`src/rtl/alu_seq.sv`:
```
// alu_seq: accumulator-style ALU with single-cycle logic/shift ops and
// multi-cycle signed Booth multiply and restoring divide.
module alu_seq #(
  parameter int unsigned W = 32
) (
  input  logic         clk,
  input  logic         Clear,
  input  logic         Yin,
  input  logic         Zin,
  input  logic [4:0]   op,
  input  logic [W-1:0] BusMuxOut,
  output logic [W-1:0] Zhi,
  output logic [W-1:0] Zlo,
  output logic         busy,
  output logic         done,
  output logic         div0
);

  localparam int unsigned SW = $clog2(W);
  localparam int unsigned CW = SW + 1;

  localparam logic [4:0] OP_ADD  = 5'b00011;
  localparam logic [4:0] OP_SUB  = 5'b00100;
  localparam logic [4:0] OP_AND  = 5'b00101;
  localparam logic [4:0] OP_OR   = 5'b00110;
  localparam logic [4:0] OP_ROR  = 5'b00111;
  localparam logic [4:0] OP_ROL  = 5'b01000;
  localparam logic [4:0] OP_SHR  = 5'b01001;
  localparam logic [4:0] OP_SHRA = 5'b01010;
  localparam logic [4:0] OP_SHL  = 5'b01011;
  localparam logic [4:0] OP_DIV  = 5'b01110;
  localparam logic [4:0] OP_MUL  = 5'b01111;
  localparam logic [4:0] OP_NEG  = 5'b10000;
  localparam logic [4:0] OP_NOT  = 5'b10001;

  typedef enum logic [1:0] {IDLE, RUN_MUL, RUN_DIV, DONE} state_t;

  state_t        state;
  logic [W-1:0]  y;
  logic [W-1:0]  mcand;   // Booth multiplicand, or divisor magnitude
  logic [W-1:0]  lo;      // Booth multiplier/product low, or dividend/quotient
  logic [W:0]    acc;     // Booth partial product high, or partial remainder
  logic          qm1;     // Booth q(-1) bit
  logic          q_neg;   // quotient must be negated
  logic          r_neg;   // remainder takes the dividend's (negative) sign
  logic          b_zero;  // divisor was zero
  logic [CW-1:0] cnt;

  logic [SW-1:0] amt;
  logic [CW-1:0] amt_inv;
  logic [W-1:0]  sc_res;
  logic          sc_valid;
  logic [W-1:0]  a_abs;
  logic [W-1:0]  b_abs;
  logic          last;

  logic [W:0]    m_ext;
  logic [W:0]    booth_sum;
  logic [W:0]    booth_acc;
  logic [W-1:0]  booth_lo;

  logic [W:0]    div_shift;
  logic [W:0]    div_trial;
  logic          div_ok;
  logic [W:0]    div_acc;
  logic [W-1:0]  div_lo;
  logic [W-1:0]  quo;
  logic [W-1:0]  rem;

  assign amt     = BusMuxOut[SW-1:0];
  assign amt_inv = CW'(W) - {1'b0, amt};
  assign a_abs   = y[W-1] ? -y : y;
  assign b_abs   = BusMuxOut[W-1] ? -BusMuxOut : BusMuxOut;
  assign last    = (cnt == CW'(W - 1));

  // Single-cycle result; amount W-amt of W (amt=0) shifts everything out.
  always_comb begin
    sc_res   = '0;
    sc_valid = 1'b1;
    case (op)
      OP_ADD:  sc_res = y + BusMuxOut;
      OP_SUB:  sc_res = y - BusMuxOut;
      OP_AND:  sc_res = y & BusMuxOut;
      OP_OR:   sc_res = y | BusMuxOut;
      OP_ROR:  sc_res = (y >> amt) | (y << amt_inv);
      OP_ROL:  sc_res = (y << amt) | (y >> amt_inv);
      OP_SHR:  sc_res = y >> amt;
      OP_SHRA: sc_res = $signed(y) >>> amt;
      OP_SHL:  sc_res = y << amt;
      OP_NEG:  sc_res = -BusMuxOut;
      OP_NOT:  sc_res = ~BusMuxOut;
      default: sc_valid = 1'b0;
    endcase
  end

  // Radix-2 Booth step: add/subtract multiplicand, then arithmetic shift right.
  assign m_ext = {mcand[W-1], mcand};
  always_comb begin
    booth_sum = acc;
    case ({lo[0], qm1})
      2'b01:   booth_sum = acc + m_ext;
      2'b10:   booth_sum = acc - m_ext;
      default: booth_sum = acc;
    endcase
  end
  assign booth_acc = {booth_sum[W], booth_sum[W:1]};
  assign booth_lo  = {booth_sum[0], lo[W-1:1]};

  // Restoring division step on magnitudes; divide-by-zero leaves |A| as remainder.
  assign div_shift = {acc[W-1:0], lo[W-1]};
  assign div_trial = div_shift - {1'b0, mcand};
  assign div_ok    = ~div_trial[W];
  assign div_acc   = div_ok ? div_trial : div_shift;
  assign div_lo    = {lo[W-2:0], div_ok};
  assign quo       = b_zero ? '1 : (q_neg ? -div_lo : div_lo);
  assign rem       = r_neg ? -div_acc[W-1:0] : div_acc[W-1:0];

  // Control FSM, operand capture, iteration datapath and registered outputs.
  always_ff @(posedge clk or posedge Clear) begin
    if (Clear) begin
      state  <= IDLE;
      y      <= '0;
      Zhi    <= '0;
      Zlo    <= '0;
      busy   <= 1'b0;
      done   <= 1'b0;
      div0   <= 1'b0;
      cnt    <= '0;
      mcand  <= '0;
      lo     <= '0;
      acc    <= '0;
      qm1    <= 1'b0;
      q_neg  <= 1'b0;
      r_neg  <= 1'b0;
      b_zero <= 1'b0;
    end else begin
      if (Yin) y <= BusMuxOut;
      case (state)
        IDLE: begin
          done <= 1'b0;
          if (Zin) begin
            div0 <= 1'b0;
            cnt  <= '0;
            if (op == OP_MUL) begin
              mcand <= y;
              lo    <= BusMuxOut;
              acc   <= '0;
              qm1   <= 1'b0;
              busy  <= 1'b1;
              state <= RUN_MUL;
            end else if (op == OP_DIV) begin
              mcand  <= b_abs;
              lo     <= a_abs;
              acc    <= '0;
              q_neg  <= y[W-1] ^ BusMuxOut[W-1];
              r_neg  <= y[W-1];
              b_zero <= (BusMuxOut == '0);
              busy   <= 1'b1;
              state  <= RUN_DIV;
            end else if (sc_valid) begin
              Zlo <= sc_res;
              Zhi <= '0;
            end
          end
        end
        RUN_MUL: begin
          acc <= booth_acc;
          lo  <= booth_lo;
          qm1 <= lo[0];
          cnt <= cnt + CW'(1);
          if (last) begin
            Zhi   <= booth_acc[W-1:0];
            Zlo   <= booth_lo;
            busy  <= 1'b0;
            done  <= 1'b1;
            state <= DONE;
          end
        end
        RUN_DIV: begin
          acc <= div_acc;
          lo  <= div_lo;
          cnt <= cnt + CW'(1);
          if (last) begin
            Zhi   <= rem;
            Zlo   <= quo;
            div0  <= b_zero;
            busy  <= 1'b0;
            done  <= 1'b1;
            state <= DONE;
          end
        end
        DONE: begin
          done  <= 1'b0;
          state <= IDLE;
        end
        default: state <= IDLE;
      endcase
    end
  end

endmodule
```
`config.mk`:
```
export PLATFORM = sky130hd
export DESIGN_NAME = alu_seq
export DESIGN_NICKNAME = d
export VERILOG_FILES = /design/src/rtl/alu_seq.sv
export SDC_FILE = /design/constraint.sdc
export NUM_CORES = 2
export LEC_CHECK = 0
export ABC_CLOCK_PERIOD_IN_PS = 9180
export CORE_MARGIN = 2
export CORE_UTILIZATION = 54
export CTS_CLUSTER_DIAMETER = 60
export CTS_CLUSTER_SIZE = 28
export DETAILED_ROUTE_END_ITERATION = 10
export PLACE_DENSITY = 0.74
export SYNTH_ARGS = -nofsm -noshare
export SYNTH_HDL_FRONTEND = slang
export SYNTH_SLANG_ARGS = --single-unit
```
`constraint.sdc`:
```
create_clock -name clk -period 9.18 [get_ports clk]
set_input_delay 1.377 -clock clk [delete_from_list [all_inputs] [get_ports clk]]
set_output_delay 1.377 -clock clk [all_outputs]
set_load 0.02 [all_outputs]
```
==> results.cfg <==
[yosys]
yosys_warnings = 0
synth_edf_count = 0
synth_seq_cells = 208
synthTopCellsByArea = dfrtp_1, nand2_1, o21ai_0
async_reset_ff_share_pct = 100
synth_largest_area_cell = dfrtp_1
synthCells = 3933
syn-cell-area_mm2 = 0.0281
synth_cell_types = 93
synthTopCellsByCount = nand2_1, o21ai_0, a21oi_1
synth_top_area_share_pct = 18.5
synthMostInstantiatedCell = nand2_1
synthFlopType = dfrtp_1
syn_nets = 4090
syn_area_per_cell_um2 = 7.14
ys_seq_area_share_pct = 18.5

[sta]
finalSetupViolations = 0
rsz0062_at_grt = false
period_needed_ps = 7060
timing.setup.tns_ps = 0
setup_ws_ps = 2120
finClkSkew_ps = 17.9
slew_headroom_pct = 7.86
max_freq_ghz = 0.142
slew_viol_final = 0
hold_viol_final = 0
fin_crit_sh_pct = 76.9
worst_pin_slew_ps = 1360

[grt]
grt_pass1_vias = 28179
antenna_found_initial = 11
grt_first_pass_wirelength_um = 188000
grt_max_degree = 105
overflow = 0
grt_use_total_pct = 46.1

[clock_network]
cts_buffer_depth = 3
cts_buffers = 25
cts_tree = built
post_cts_buffers = 0
cts.clk_slew.worst_paths_ps = 70
holdBufCountCts = 0
insertion_delay_ps = 580
cts.sinks = 208
root_buffer = clkbuf_16
h-tree-depth = 1
cts.repair.resized = 0

[detailed_routing]
drc_errors = 0
drtIter0Drc = 4970
ant_nets = 0
drt-wirelength-per-cell_um = 28.2
vias_per_cell = 7.11
vias = 32248
routed_wirelength_um = 128000
dr.pass1.iters = 8

[floorplan]
die_w_um = 232
core.rowCount = 83
coreArea_mm2 = 0.0514
start_util_pct = 54.6
ioPinCount = 108
die-area_mm2 = 0.0538
die_h_um = 232

[worst_setup_path]
crit_fanout = 54
critPathLaunchType = flop
required_ps = 9670
end_kind = flop
critPathKind = flop to flop
worstPathArrival_ps = 7540

[final_layout]
layout.nets = 3990
utilization_pct = 59.1
seq_area_mm2 = 0.00520
drive_gt1_share_pct = 8.13
multiInputGateArea_mm2 = 0.0213
fill_cells = 4942
area_delta_synth_final_pct = 8.28

[power_and_ir_drop]
leakage_nw = 12.4
power.density_mw_per_mm2 = 290
peakVddDrop_v = 0.000341

[placement]
place_congestion = 1.15
port_buffers = 107
dp.final_hpwl_um = 96300
pre_cts_ws_ps = 2130

[job]
maxCapViolations = 0

[hold_path]
hp-class = flop to flop

[outcome]
status = finished clean
## power by group
| part | internal [W] | switching [W] |
|---|---|---|
| Clock | 0.000541 | 0.000483 |
| Sequential | 0.00119 | 0.000337 |
| Combinational | 0.00215 | 0.00412 |
| Total | 0.00388 | 0.00494 |
## layout make-up
| type | instances | share of cell area, % |
|---|---|---|
| Multi-Input combinational cell | 3286 | 70.1 |
| Sequential cell | 208 | 17.1 |
| Timing Repair Buffer | 204 | 5.87 |
| Tap cell | 680 | 2.80 |
| Clock buffer | 29 | 2.21 |
| Inverter | 108 | 1.36 |
| Clock inverter | 17 | 0.490 |
| Antenna cell | 6 | 0.0494 |
## flip-flops by register name (all words and copies together), names as in the netlist
signal  count
y          32
Zhi        32
state       2
done        1
r_neg       1
acc        33
qm1         1
mcand      32
div0        1
busy        1
Zlo        32
b_zero      1
cnt         6
lo         32
q_neg       1
## cells in the final DEF (no fill, tap or decap), types with 85 or more instances in the layout
master             n
inv_1            101
mux2i_1           85
a21oi_1          338
nand2_1          593
nor2_1           332
o21ai_0          407
a211oi_1          88
clkdlybuf4s50_1  101
ha_1             108
xnor2_1          172
buf_4             97
dfrtp_1          208
## cells by family (layout without fill, tap and decap cells)
group                      Yosys count  in the layout  synth area share, %
AOI/OAI and AO/OA                 1427           1427                 32.8
adders and majority gates          116            116                 5.25
xor gates and xnor gates           241            241                 7.52
and+or+nand+nor                   1308           1308                 20.8
muxes                              194            194                 9.13
buffers and inverters              439            358                 5.95
other                                0              6                    0
DFF                                208            208                 18.5
## through the flow
step                      power [W]  instances  hold WS (ps)  instance area, um2
after global placement      0.00750       4486           459               29600
final                       0.00882       4538           480               30400
after CTS                   0.00861       4532           482               30400
after global routing        0.00936       4537           492               30400
after detailed placement    0.00756       4486           467               29600
after floorplan             0.00575       3933           463               28100
## worst max-delay path, stage by stage (launching register included)
cell,delay (ps)
dfrtp_1,400
inv_1,110
ha_1,370
nor2b_1,210
o31a_1,300
o211a_1,300
o211a_1,330
or3_1,420
a31oi_1,260
o21bai_1,100
a21o_1,180
ha_2,260
buf_4,310
and4_1,260
a221oi_1,610
nand4b_1,520
or4_1,820
nor4_1,600
a21boi_0,220
xnor2_1,160
o31ai_1,210
## per-layer routing
layer	vias up	share of wire (%)	track usage, %
met5	-	0.052	0
met4	10	5.4	21.5
met2	2280	40	63.5
met1	15250	41	65.5
li1	14307	-	-
met3	401	14	13.2
## worst paths after layout
kind,startpoint,slack (ps),depth (start not counted),to
setup / recovery,mcand[2]$_DFFE_PP0P_,2120,20,Zhi[25]$_DFFE_PP0P_
hold / removal,Zhi[12]$_DFFE_PP0P_,480,1,Zhi[12]$_DFFE_PP0P_
setup reg to reg,mcand[2]$_DFFE_PP0P_,2120,20,Zhi[25]$_DFFE_PP0P_
hold reg to reg,Zhi[12]$_DFFE_PP0P_,480,1,Zhi[12]$_DFFE_PP0P_
max in group asynchronous,Clear,6430,3,Zlo[13]$_DFFE_PP0P_
min in group asynchronous,Clear,1290,2,Zhi[7]$_DFFE_PP0P_
Power figures use the tool's default switching activity.
